===== src/rtl/rv64g_reg_lock_tracker.sv =====
// Register scoreboard between launcher and execution units: per-register outstanding-write
// counters, jump interlock, and the lock vector fed back to the launcher.
package rv64g_pkg;
   localparam int NUM_REGS = 64;
endpackage

module rv64g_reg_lock_tracker #(
   parameter int NR  = rv64g_pkg::NUM_REGS,
   parameter int NWB = 2,
   parameter int CW  = 2
) (
   input  logic                          clk_i,
   input  logic                          rst_i,
   input  logic                          flush_i,
   input  logic                          launch_valid_i,
   output logic                          launch_ready_o,
   input  logic [$clog2(NR)-1:0]         launch_rd_i,
   input  logic                          launch_rd_we_i,
   input  logic                          launch_jump_i,
   output logic                          exec_valid_o,
   input  logic                          exec_ready_i,
   input  logic                          jump_resolve_i,
   input  logic [NWB-1:0]                wb_valid_i,
   input  logic [NWB-1:0][$clog2(NR)-1:0] wb_rd_i,
   output logic [NR-1:0]                 locks_o,
   output logic                          busy_o,
   output logic                          wb_err_o
);
   localparam int RW = $clog2(NR);
   // Wide enough for count+1 and down to -NWB without wrapping.
   localparam int SW = CW + $clog2(NWB + 1) + 1;

   logic [CW-1:0] r_cnt [NR];
   logic          r_jump_pending;
   logic          r_wb_err;

   logic [CW-1:0] w_cnt_next [NR];
   logic [NR-1:0] w_uflow;
   logic          w_sat;
   logic          w_block;
   logic          w_fire;

   function automatic logic [SW-1:0] wb_hits(input logic [NWB-1:0] v,
                                             input logic [NWB-1:0][RW-1:0] rd,
                                             input logic [RW-1:0] idx);
      logic [SW-1:0] n;
      n = '0;
      for (int p = 0; p < NWB; p++) begin
         if (v[p] && (rd[p] == idx)) n = n + SW'(1);
      end
      return n;
   endfunction

   assign w_sat   = launch_rd_we_i && (launch_rd_i != '0) && (r_cnt[launch_rd_i] == {CW{1'b1}});
   assign w_block = w_sat | r_jump_pending;

   assign exec_valid_o   = launch_valid_i & ~w_block;
   assign launch_ready_o = exec_ready_i & ~w_block;
   assign w_fire         = launch_valid_i & launch_ready_o;

   genvar gi;
   generate
      for (gi = 0; gi < NR; gi++) begin : g_reg
         if (gi == 0) begin : g_x0
            assign w_cnt_next[gi] = '0;
            assign w_uflow[gi]    = 1'b0;
            assign locks_o[gi]    = r_jump_pending;
         end else begin : g_track
            logic          w_inc;
            logic [SW-1:0] w_dec;
            logic [SW-1:0] w_up;
            assign w_inc = w_fire && launch_rd_we_i && (launch_rd_i == RW'(gi));
            assign w_dec = wb_hits(wb_valid_i, wb_rd_i, RW'(gi));
            assign w_up  = SW'(r_cnt[gi]) + SW'(w_inc);
            // Net delta of launch and writebacks; going negative clamps and flags an error.
            assign w_uflow[gi]    = (w_up < w_dec);
            assign w_cnt_next[gi] = w_uflow[gi] ? '0 : CW'(w_up - w_dec);
            assign locks_o[gi]    = (r_cnt[gi] != '0) | r_jump_pending;
         end
      end
   endgenerate

   always_ff @(posedge clk_i) begin
      if (rst_i) begin
         for (int i = 0; i < NR; i++) r_cnt[i] <= '0;
         r_jump_pending <= 1'b0;
         r_wb_err       <= 1'b0;
      end else if (flush_i) begin
         for (int i = 0; i < NR; i++) r_cnt[i] <= '0;
         r_jump_pending <= 1'b0;
      end else begin
         for (int i = 0; i < NR; i++) r_cnt[i] <= w_cnt_next[i];
         // A resolve only clears an already-pending jump; a newly fired jump stays pending.
         r_jump_pending <= (r_jump_pending & ~jump_resolve_i) | (w_fire & launch_jump_i);
         r_wb_err       <= r_wb_err | (|w_uflow);
      end
   end

   assign busy_o   = |locks_o;
   assign wb_err_o = r_wb_err;

endmodule


===== config.mk =====
export PLATFORM = sky130hd
export DESIGN_NAME = rv64g_reg_lock_tracker
export DESIGN_NICKNAME = d
export VERILOG_FILES = /design/src/rtl/rv64g_reg_lock_tracker.sv
export SDC_FILE = /design/constraint.sdc
export NUM_CORES = 1
export LEC_CHECK = 0
export CAP_MARGIN = 20
export CORE_MARGIN = 3
export CORE_UTILIZATION = 70
export CTS_CLUSTER_SIZE = 14
export DETAILED_ROUTE_END_ITERATION = 8
export DONT_BUFFER_PORTS = 1
export PLACE_DENSITY = 0.86
export RECOVER_POWER = 100
export SYNTH_ARGS = -nofsm -noshare
export SYNTH_HDL_FRONTEND = slang
export SYNTH_SLANG_ARGS = --single-unit

===== constraint.sdc =====
create_clock -name clk_i -period 10.5 [get_ports clk_i]
set_input_delay 2.1 -clock clk_i [delete_from_list [all_inputs] [get_ports clk_i]]
set_output_delay 2.1 -clock clk_i [all_outputs]
set_load 0.005 [all_outputs]

Word-level counts from Yosys, hierarchy flattened --
Memory sizes are Yosys's and may differ from the RTL's. Index checks and enable logic that the tools add are counted. W data, S select, Z words.
Cells by class: add/sub/neg operators 189, $lt $le $gt $ge 63, eq/ne operators 190, muxes and demuxes 325, bitwise operators 201, reduce and logical (&&, ||, !) cells 259
Operators with widths (number):
- $eq A6 B6 Y1 const B | 96
- $mux W2 | 191
- $add A5 B1 Y5 const B | 63
- $lt A3 B5 Y1 | 63
- $mux W5 | 63
- $eq A6 B5 Y1 const B | 48
- $or A1 B1 Y1 | 194
- $logic_and A1 B1 Y1 | 192
- $add A2 B1 Y3 | 63
- $eq A6 B4 Y1 const B | 24
- $reduce_bool A2 Y1 | 63
- $sub A2 B2 Y2 | 63
- $eq A6 B3 Y1 const B | 12
- $mux W1 | 71
- $reduce_or A64 Y1 | 1
- $reduce_or A63 Y1 | 1
- $eq A6 B2 Y1 const B | 6
- $eq A6 B1 Y1 const B | 3
- $reduce_bool A6 Y1 | 1
- $and A1 B1 Y1 | 5
- $eq A2 B2 Y1 const B | 1
- $not A1 Y1 | 2
- $reduce_or A2 Y1 | 1
Word-level totals: bits in registers 2, bits in writable memories 128, input bits 28, output and inout port bits 68, logic and storage cells 1230, memories 1
Memories:
- r_cnt | depth 64, width 2, read ports 64, clocked after memory_dff 0, write ports 64, RTL line 33 | logic [CW-1:0] r_cnt [NR];

Logic depth before layout (Yosys ltp) --
Gate-level depths: netlist of run 1.
depth in word-level cells 13, depth in mapped cells 19, gate-level depth less buffers 15

Least setup slack after synthesis of run 1 --
No wires, ideal clock.
kind input to output, start input launch_rd_i[1], end output exec_valid_o, arrival time 3755 ps, data required time 8400 ps, setup slack 4645 ps, stages 9, buffers on the path 3, cells stage by stage buf_6 > buf_6 > mux2_4 > a221oi_1 > o22ai_1 > o211ai_2 > a22oi_2 > buf_6 > nor3b_1
On the way: longest elaborated chain between the ends 6, elaborated cells on any way between the ends 8, those cells by class eq/ne (1); bitwise (3); reduce/logical (3); memory (1)
Ends and longest elaborated chain:
- start: declaration | RTL line 17 | input logic [$clog2(NR)-1:0] launch_rd_i,
- $mem_v2 Z64 W2 / $reduce_bool A6 Y1 (equally long branches)
- $eq A2 B2 Y1 / $logic_and A1 B1 Y1 (equally long branches) | RTL line 54 | assign w_sat = launch_rd_we_i && (launch_rd_i != '0) && (r_cnt[launch_rd_i] == {CW{1'b1}});
- $logic_and A1 B1 Y1 * | RTL line 54
- $or A1 B1 Y1 * | RTL line 55 | assign w_block = w_sat | r_jump_pending;
- $not A1 Y1 * | RTL line 57 | assign exec_valid_o = launch_valid_i & ~w_block;
- $and A1 B1 Y1 * | RTL line 57
- end: declaration | RTL line 20 | output logic exec_valid_o,
Every way passes the cells marked *; elsewhere a longest branch is shown, timed or not.

Worst setup path in the final report of run 1 --
start input launch_rd_i[0], end register r_wb_err (netlist: wb_err_o)
On the way: longest elaborated chain between the ends 13, elaborated cells on any way between the ends 264, those cells by class add/sub (63); order compare (63); eq/ne (64); bitwise (5); reduce/logical (68); memory (1)
Ends and longest elaborated chain:
- $mem_v2 Z64 W2 / $reduce_bool A6 Y1 (equally long branches)
- $eq A2 B2 Y1 / $logic_and A1 B1 Y1 (equally long branches) | RTL line 54
- $logic_and A1 B1 Y1 | RTL line 54
- $or A1 B1 Y1 | RTL line 55
- $not A1 Y1 | RTL line 58 | assign launch_ready_o = exec_ready_i & ~w_block;
- $and A1 B1 Y1 | RTL line 58
- $and A1 B1 Y1 | RTL line 59 | assign w_fire = launch_valid_i & launch_ready_o;
- $logic_and A1 B1 Y1 (2 in series) | RTL line 72 | assign w_inc = w_fire && launch_rd_we_i && (launch_rd_i == RW'(gi));
- $add A2 B1 Y3 | RTL line 74 | assign w_up = SW'(r_cnt[gi]) + SW'(w_inc);
- $lt A3 B5 Y1 | RTL line 76 | assign w_uflow[gi] = (w_up < w_dec);
- $reduce_or A63 Y1 * | RTL line 95 | r_wb_err <= r_wb_err | (|w_uflow);
- $or A1 B1 Y1 * | RTL line 95
- end signal: assignment | RTL line 95
- end: declaration | RTL line 35 | logic r_wb_err;
Marked as above. A chain may end at the register's enable or synchronous reset.

==> qor.yml, run 1 <==
outcome:
  status: "finished with violations"
  violations: "max-capacitance violations, max-slew violations"
drt:
  drt-met1-wl_um: 17590
  dr_wl_met3_um: 8589
  post_drt_via_cell_ratio: 6.800
  first_pass_iters: 8
  drcViolationCount: 0
  highest-signal-layer: "met5"
  vias: 12720
  postRouteAntennaNets: 0
  dr_wl_met2_um: 20780
  drt-total-wl_um: 51720
  dr.first_iter.drc_count: 2036
  wl_per_cell_um: 27.66
cts:
  cts_tree: "yes"
  cts.repair.resized: 0
  cts_num_sinks: 128
  cts.htree.levels: 4
  cts-root-buf: "clkbuf_16"
  cts-hold-fix-buffers: 0
  cts_buffers: 17
  insertion_delay_ns: 0.45
  clkTransAtPathRegs_ns: 0.06
  cts_setup_buffers: 0
  clk_path_buf_depth: 2
global_routing:
  gr-total-overflow: 0
  antenna_found_initial: 1
  grt.total_usage_pct: 47.01
  grt_pass1_vias: 12590
  grt_pass1_wl_um: 76370
  grt_max_degree: 67
die:
  rows: 51
  core_area_sq_um: 19850
  dieArea_sq_um: 22400
  start_util_pct: 72.82
  die_h_um: 149.7
  die_x_um: 149.7
  ios: 96
synthesis:
  synth_edf_count: 126
  ys_async_sr_fraction_pct: 0
  yosysUniqueCellTypes: 52
  synth.most_common_cell: "ha_1"
  synth_seq_area_share_pct: 26.46
  synth_top_area_share_pct: 26.18
  ys_top_cells_by_count: "ha_1, nor2_1, inv_1, edfxtp_1, nor3_1"
  synth_cells: 1500
  ys_seq_elements: 128
  yosysWarnings: 0
  synth_area_leaders: "edfxtp_1, ha_1, fa_1, nor2_1, mux4_2"
  yosys.area.top_type: "edfxtp_1"
  ys.flop_type: "edfxtp_1"
  synthesis.area_sq_um: 14450
  syn_area_per_cell_sq_um: 9.634
timing:
  slew_headroom_pct: -67.73
  tightest_slew_ns: 2.516
  finalCriticalPeriod_ns: 6.471
  fmax_mhz: 154.5
  rsz0062_at_grt: "no"
  period_share_pct: 61.63
  finalClockSkew_ns: 0.01421
  hold_viol_final: 0
  setup_tns_ns: 0
  layout_setup_ws_ns: 4.029
  drv_slew: 98
  finalSetupViolCount: 0
critical_path:
  crit_path_start_kind: "input port"
  arrival_ns: 6.80
  crit_type: "in2reg"
  cp-end-kind: "flip-flop"
  path_max_fanout: 66
  required_ns: 10.83
finish:
  syn_to_final_growth_pct: 6.580
  drive_gt1_share_pct: 4.613
  nets: 1934
placement:
  hpwl_um: 38130
  io_buffers: 0
  place_ws_ns: 3.811
  gp_congestion: 1.065
min_path:
  hp-class: "reg2reg"
pwr:
  p_per_area_nw_per_um2: 95.88
  leakage_nw: 7.003
  peakVddDrop_mv: 0.1053
run:
  maxCapViolCount: 2
## routing by layer
| metal | global-route usage, % | vias to the layer above |
|---|---|---|
| met2 | 67.51 | 1087 |
| li1 | - | 5343 |
| met3 | 17.44 | 323 |
| met1 | 59.31 | 5961 |
| met5 | 0 | - |
| met4 | 31.43 | 2 |
## layout make-up
class	count	area (sq um)
Multi-Input combinational cell	1303	10120
Fill cell	1348	4443
Sequential cell	128	3824
Inverter	133	499.2
Clock buffer	19	432.9
Tap cell	265	331.6
Clock inverter	13	142.6
Timing Repair Buffer	8	52.55
Antenna cell	1	2.502
## cell usage in the layout, fill, tap and decap left out, types with 44 or more instances in the layout
master    count
and3_1       62
conb_1      126
edfxtp_1    126
fa_1         63
ha_1        252
inv_1       132
nand2_1      89
nor2_1      220
nor3_1      121
nor3b_1      44
or3_1        64
xnor2_1      63
## registers in the layout (all words and copies together) (netlist names)
name            count
wb_err_o            1
r_cnt             126
r_jump_pending      1
## report_power, final
group / switching, mW / internal (mW) / total [mW]
sequential: 0.0453 / 0.587 / 0.633
combinational: 0.145 / 0.0853 / 0.231
clock: 0.263 / 0.350 / 0.613
total: 0.454 / 1.02 / 1.48
## path summary, 6_finish.rpt
check             depth (start not counted)       end  slack (ns)           start
setup / recovery                         15  wb_err_o        4.03  launch_rd_i[0]
hold / removal                            2  wb_err_o        0.57        wb_err_o
setup reg to reg                         12  wb_err_o        4.67  r_jump_pending
hold reg to reg                           2  wb_err_o        0.57        wb_err_o
## metrics by stage
stage                     hold WS [ns]  power, mW  utilization (%)  instances  cell area (sq um)
final                           0.5726      1.477            77.61       1870              15400
after global routing            0.5733      1.506            77.60       1869              15400
after floorplan                 0.4360     0.7870                -       1625              14920
after CTS                       0.5293      1.460            78.56       1869              15590
after detailed placement        0.5219     0.8599            75.66       1837              15010
after global placement          0.5219     0.8526            75.66       1837              15010
## critical path: stages
cell and delay (ns):
mux4_2 0.33, mux2i_2 0.07, a2111oi_0 0.44, o211ai_1 0.17
a22oi_2 0.20, buf_4 0.74, nor3_1 0.12, ha_1 0.33
fa_1 0.55, nor3b_1 0.31, o22ai_1 0.14, nor4_1 0.64
nand4_1 0.26, o31ai_1 0.26, a21oi_1 0.09
## kinds of logic (layout without fill, tap and decap cells)
logic type	Yosys count	count (layout)	share of synthesized area (%)
simple gates	701	701	25.36
fa+ha+maj	315	315	30.55
buf+inv	194	173	5.593
flops	128	128	26.46
xor+xnor	63	63	3.818
compound gates	53	53	2.416
mux	45	45	5.784
other cells	1	127	0.02595
No activity file was read; power rests on OpenSTA's default activity.
==> run 2: changes to the inputs <==
- ABC_AREA: not set -> 1
- CORE_UTILIZATION: 70 -> 66
- PLACE_DENSITY: 0.86 -> 0.82
- clock period: 10.5 -> 6.4 ns (I/O delays scaled with it)
==> run 2 against run 1 <==
  * Cell area is 1.4% higher
  * Via count increased by 4.3%
  * Sequential cell count is the same
  * Synthesized area fell by 0.18%
  * Worst hold slack improved by 0.087 ns
  * Largest power group is now the clock network
  * Die area up 5.6%
  * Synthesized cell count is 26% higher
  * Clock skew fell by 0.0023 ns
  * Wire length shrank 9.7%
  * First-iteration DRC count is 29% lower
  * Final cell count up 22%
  * Combinational power is 68% higher
  * The run still ends with max-capacitance violations, max-slew violations left
==> qor.yml, run 2 <==
outcome:
  status: "finished with violations"  # unchanged
  violations: "max-capacitance violations, max-slew violations"  # unchanged
pwr:
  p_seq_share_pct: 42.0  # was 42.8%
  p_per_area_nw_per_um2: 156.5  # was 95.88 nW/um^2
  comb_power_share_pct: 15.9  # was 15.6%
  clock_power_share_pct: 42.1  # was 41.5%
  intPower_mw: 1.668  # was 1.023 mW
  peakVddDrop_mv: 0.1669  # was 0.1053 mV
  p_sw_share_pct: 31.74  # was 30.71%
  power_switching_mw: 0.7754  # was 0.4536 mW
  p_total_mw: 2.443  # was 1.477 mW
  leakage_nw: 7.904  # was 7.003 nW
critical_path:
  critPathBufInv: 2  # was 1
  crit_path_start_kind: "input port"  # unchanged
  timing.critical_path.mode_cell: "nor2_1"
  crit_family: "simple AND/OR/NAND/NOR gates"  # unchanged
  slowest_stage: "nor4_1"  # was buf_4
  path_max_fanout: 31  # was 66
  worstPathCellList: "inv_2 > nor2_2 > nand2_1 > nor2_1 > nor2_1 > nand2_1 > nor2_1 > nor2_1 > nor2_1 > nand2_1 > nand3_1 > nand4_1 > nor2_4 > nand2_2 > nor2_1 > ha_1 > inv_1 > fa_1 > o31ai_1 > nand4_1 > nor4_1 > nand4_1 > nand2_1 > o21ai_0"  # was mux4_2 > mux2i_2 > a2111oi_0 > o211ai_1 > a22oi_2 > buf_4 > nor3_1 > ha_1 > fa_1 > nor3b_1 > o22ai_1 > nor4_1 > nand4_1 > o31ai_1 > a21oi_1
  cp_num_cells: 24  # was 15
  crit_end: "wb_err_o"  # unchanged
  rr_startpoint: "r_jump_pending"  # unchanged
  arrival_ns: 6.22  # was 6.80 ns
  r2r_end: "wb_err_o"  # unchanged
  startpoint: "launch_rd_i[1]"  # was launch_rd_i[0]
  crit_type: "in2reg"  # unchanged
  r2r_cells: 15  # was 12
  cp-end-kind: "flip-flop"  # unchanged
  slowest_delay_ns: 0.79  # was 0.74 ns
  required_ns: 6.71  # was 10.83 ns
  reg2reg_slack_ns: 0.97  # was 4.67 ns
die:
  rows: 53  # was 51
  die_x_um: 153.8  # was 149.7 um
  core_area_sq_um: 21220  # was 19,850 sq um
  start_util_pct: 67.98  # was 72.82%
  die_h_um: 153.8  # was 149.7 um
  ios: 96  # unchanged
  dieArea_sq_um: 23670  # was 22,400 sq um
drt:
  dr.first_iter.drc_count: 1437  # was 2,036
  first_pass_iters: 6  # was 8
  post_drt_via_cell_ratio: 5.816  # was 6.800
  drcViolationCount: 0  # unchanged
  vias: 13260  # was 12,720
  wl_per_cell_um: 20.50  # was 27.66 um
  drt-total-wl_um: 46730  # was 51,720 um
  postRouteAntennaNets: 0  # unchanged
global_routing:
  grt_max_degree: 81  # was 67
  antenna_found_initial: 1  # unchanged
  gr-total-overflow: 0  # unchanged
  grt.total_usage_pct: 39.59  # was 47.01%
  grt_pass1_wl_um: 71530  # was 76,370 um
  grt_pass1_vias: 13090  # was 12,590
cts:
  clk_path_buf_depth: 2  # unchanged
  cts-hold-fix-buffers: 0  # unchanged
  insertion_delay_ns: 0.44  # was 0.45 ns
  cts_setup_buffers: 0  # unchanged
  cts-root-buf: "clkbuf_16"  # unchanged
  cts.htree.levels: 4  # unchanged
  cts_buffers: 17  # unchanged
  cts_tree: "yes"  # unchanged
  cts_num_sinks: 128  # unchanged
  cts.repair.resized: 0  # unchanged
  clkTransAtPathRegs_ns: 0.06  # about the same
synthesis:
  yosys.area.top_type: "edfxtp_1"  # unchanged
  ys_top_cells_by_count: "nand2_1, nor2_1, ha_1, inv_1, edfxtp_1"  # was ha_1, nor2_1, inv_1, edfxtp_1, nor3_1
  synth_cells: 1885  # was 1,500
  synth_seq_area_share_pct: 26.51  # was 26.46%
  yosysWarnings: 0  # unchanged
  synthesis.area_sq_um: 14430  # was 14,450 sq um
  yosysUniqueCellTypes: 30  # was 52
  ys_async_sr_fraction_pct: 0  # unchanged
  ys.flop_type: "edfxtp_1"  # unchanged
  synth_area_leaders: "edfxtp_1, ha_1, nand2_1, nor2_1, fa_1"  # was edfxtp_1, ha_1, fa_1, nor2_1, mux4_2
  synth.most_common_cell: "nand2_1"  # was ha_1
  ys_seq_elements: 128  # unchanged
  synth_edf_count: 126  # unchanged
  synth_top_area_share_pct: 26.23  # was 26.18%
  syn_area_per_cell_sq_um: 7.653  # was 9.634 sq um
placement:
  hpwl_um: 36780  # was 38,130 um
  place_ws_ns: 0.2435  # was 3.811 ns
  place_area_sq_um: 15060  # was 15,010 sq um
  io_buffers: 0  # unchanged
  gp_congestion: 1.014  # was 1.065
timing:
  layout_setup_ws_ns: 0.4885  # was 4.029 ns
  finalClockSkew_ns: 0.01189  # was 0.01421 ns
  rsz0062_at_grt: "no"  # unchanged
  finalSetupViolCount: 0  # unchanged
  hold_viol_final: 0  # unchanged
  slew_headroom_pct: -14.76  # was -67.73%
  tightest_slew_ns: 1.721  # was 2.516 ns
  fmax_mhz: 169.2
  finalCriticalPeriod_ns: 5.911
  drv_slew: 36  # was 98
  setup_tns_ns: 0  # unchanged
  period_share_pct: 92.37
min_path:
  hp-class: "reg2reg"  # unchanged
finish:
  drive_gt1_share_pct: 2.344  # was 4.613%
  largest_register_ffs: 126  # unchanged
  syn_to_final_growth_pct: 8.249  # was 6.580%
  nets: 2335  # was 1,934
  layout_common_cells: "nand2_1, nor2_1, inv_1, ha_1"  # was ha_1, nor2_1, inv_1, edfxtp_1, conb_1
  insertedDiodeCount: 0  # was 1
  top_register: "r_cnt"  # unchanged
  final_common_cell: "nand2_1"  # was ha_1
  design_area_sq_um: 15620  # was 15,400 sq um
run:
  maxCapViolCount: 1  # was 2
==> run 2: changes by cell type in the layout (fill, tap and decap cells not counted), moves of 61 or more <==
cell	previous run	this run
or3_1	64	0
o21bai_1	0	61
nor2_1	220	420
inv_1	132	253
and3_1	62	0
nand2_1	89	484
xnor2_1	63	0
nor3_1	121	3
==> run 2: worst min path at each step <==
stage,from,to,cells past startpoint
final,wb_err_o,wb_err_o,2
after global routing,wb_err_o,wb_err_o,2
after CTS,wb_err_o,wb_err_o,2
after detailed placement,wb_err_o,wb_err_o,2
after global placement,wb_err_o,wb_err_o,2
after floorplan,wb_err_o,wb_err_o,2
==> run 2: cell type report <==
cell class | count | area (sq um)
inverters | 256 | 960.9
flip-flops and latches | 128 | 3824
repair buffers | 11 | 71.32
clock buffers | 19 | 432.9
well taps | 275 | 344.1
fillers | 1723 | 5605
clock inverters | 13 | 150.1
multi-input cells | 1578 | 9832
==> run 2: layer usage <==
| metal | global-route usage [%] | vias to the layer above | share of wire, % |
|---|---|---|---|
| li1 | - | 6077 | - |
| met1 | 49.56 | 6154 | 36 |
| met2 | 62.19 | 823 | 44 |
| met3 | 11.03 | 204 | 13 |
| met4 | 21.78 | 2 | 6.4 |
| met5 | 0 | - | 0.017 |
==> run 2: logic make-up after synthesis <==
family,count (synthesis),share of synthesized area [%]
AND/OR/NAND/NOR,1047,30.14
adder cells (fa/ha/maj),315,30.60
buffers and inverters,304,8.509
flip-flops,128,26.51
AO/OA/AOI/OAI,90,4.215
other,1,0.02600
==> run 2: metrics by stage <==
step | cells | util, % | hold WS, ns
global placement | 2248 | 70.98 | 0.6145
floorplan | 2010 | - | 0.4572
global route | 2280 | 73.58 | 0.6758
CTS | 2280 | 73.73 | 0.6273
finish | 2280 | 73.58 | 0.6596
detailed placement | 2248 | 70.98 | 0.6200
==> run 2: worst min-delay path: stages, from the launching register on <==
cell     delay, ns
dfxtp_1       0.42
inv_1         0.09
o21ai_0       0.09
==> run 2: power by group through the flow <==
stage | Clock [mW] | Sequential (mW) | Combinational (mW)
2_1_floorplan | 0 | 1.02 | 0.272
3_3_place_gp | 0 | 1.04 | 0.362
3_5_place_dp | 0 | 1.04 | 0.373
4_1_cts | 1.02 | 1.02 | 0.377
5_1_grt | 1.05 | 1.03 | 0.431
6_report | 1.03 | 1.02 | 0.389
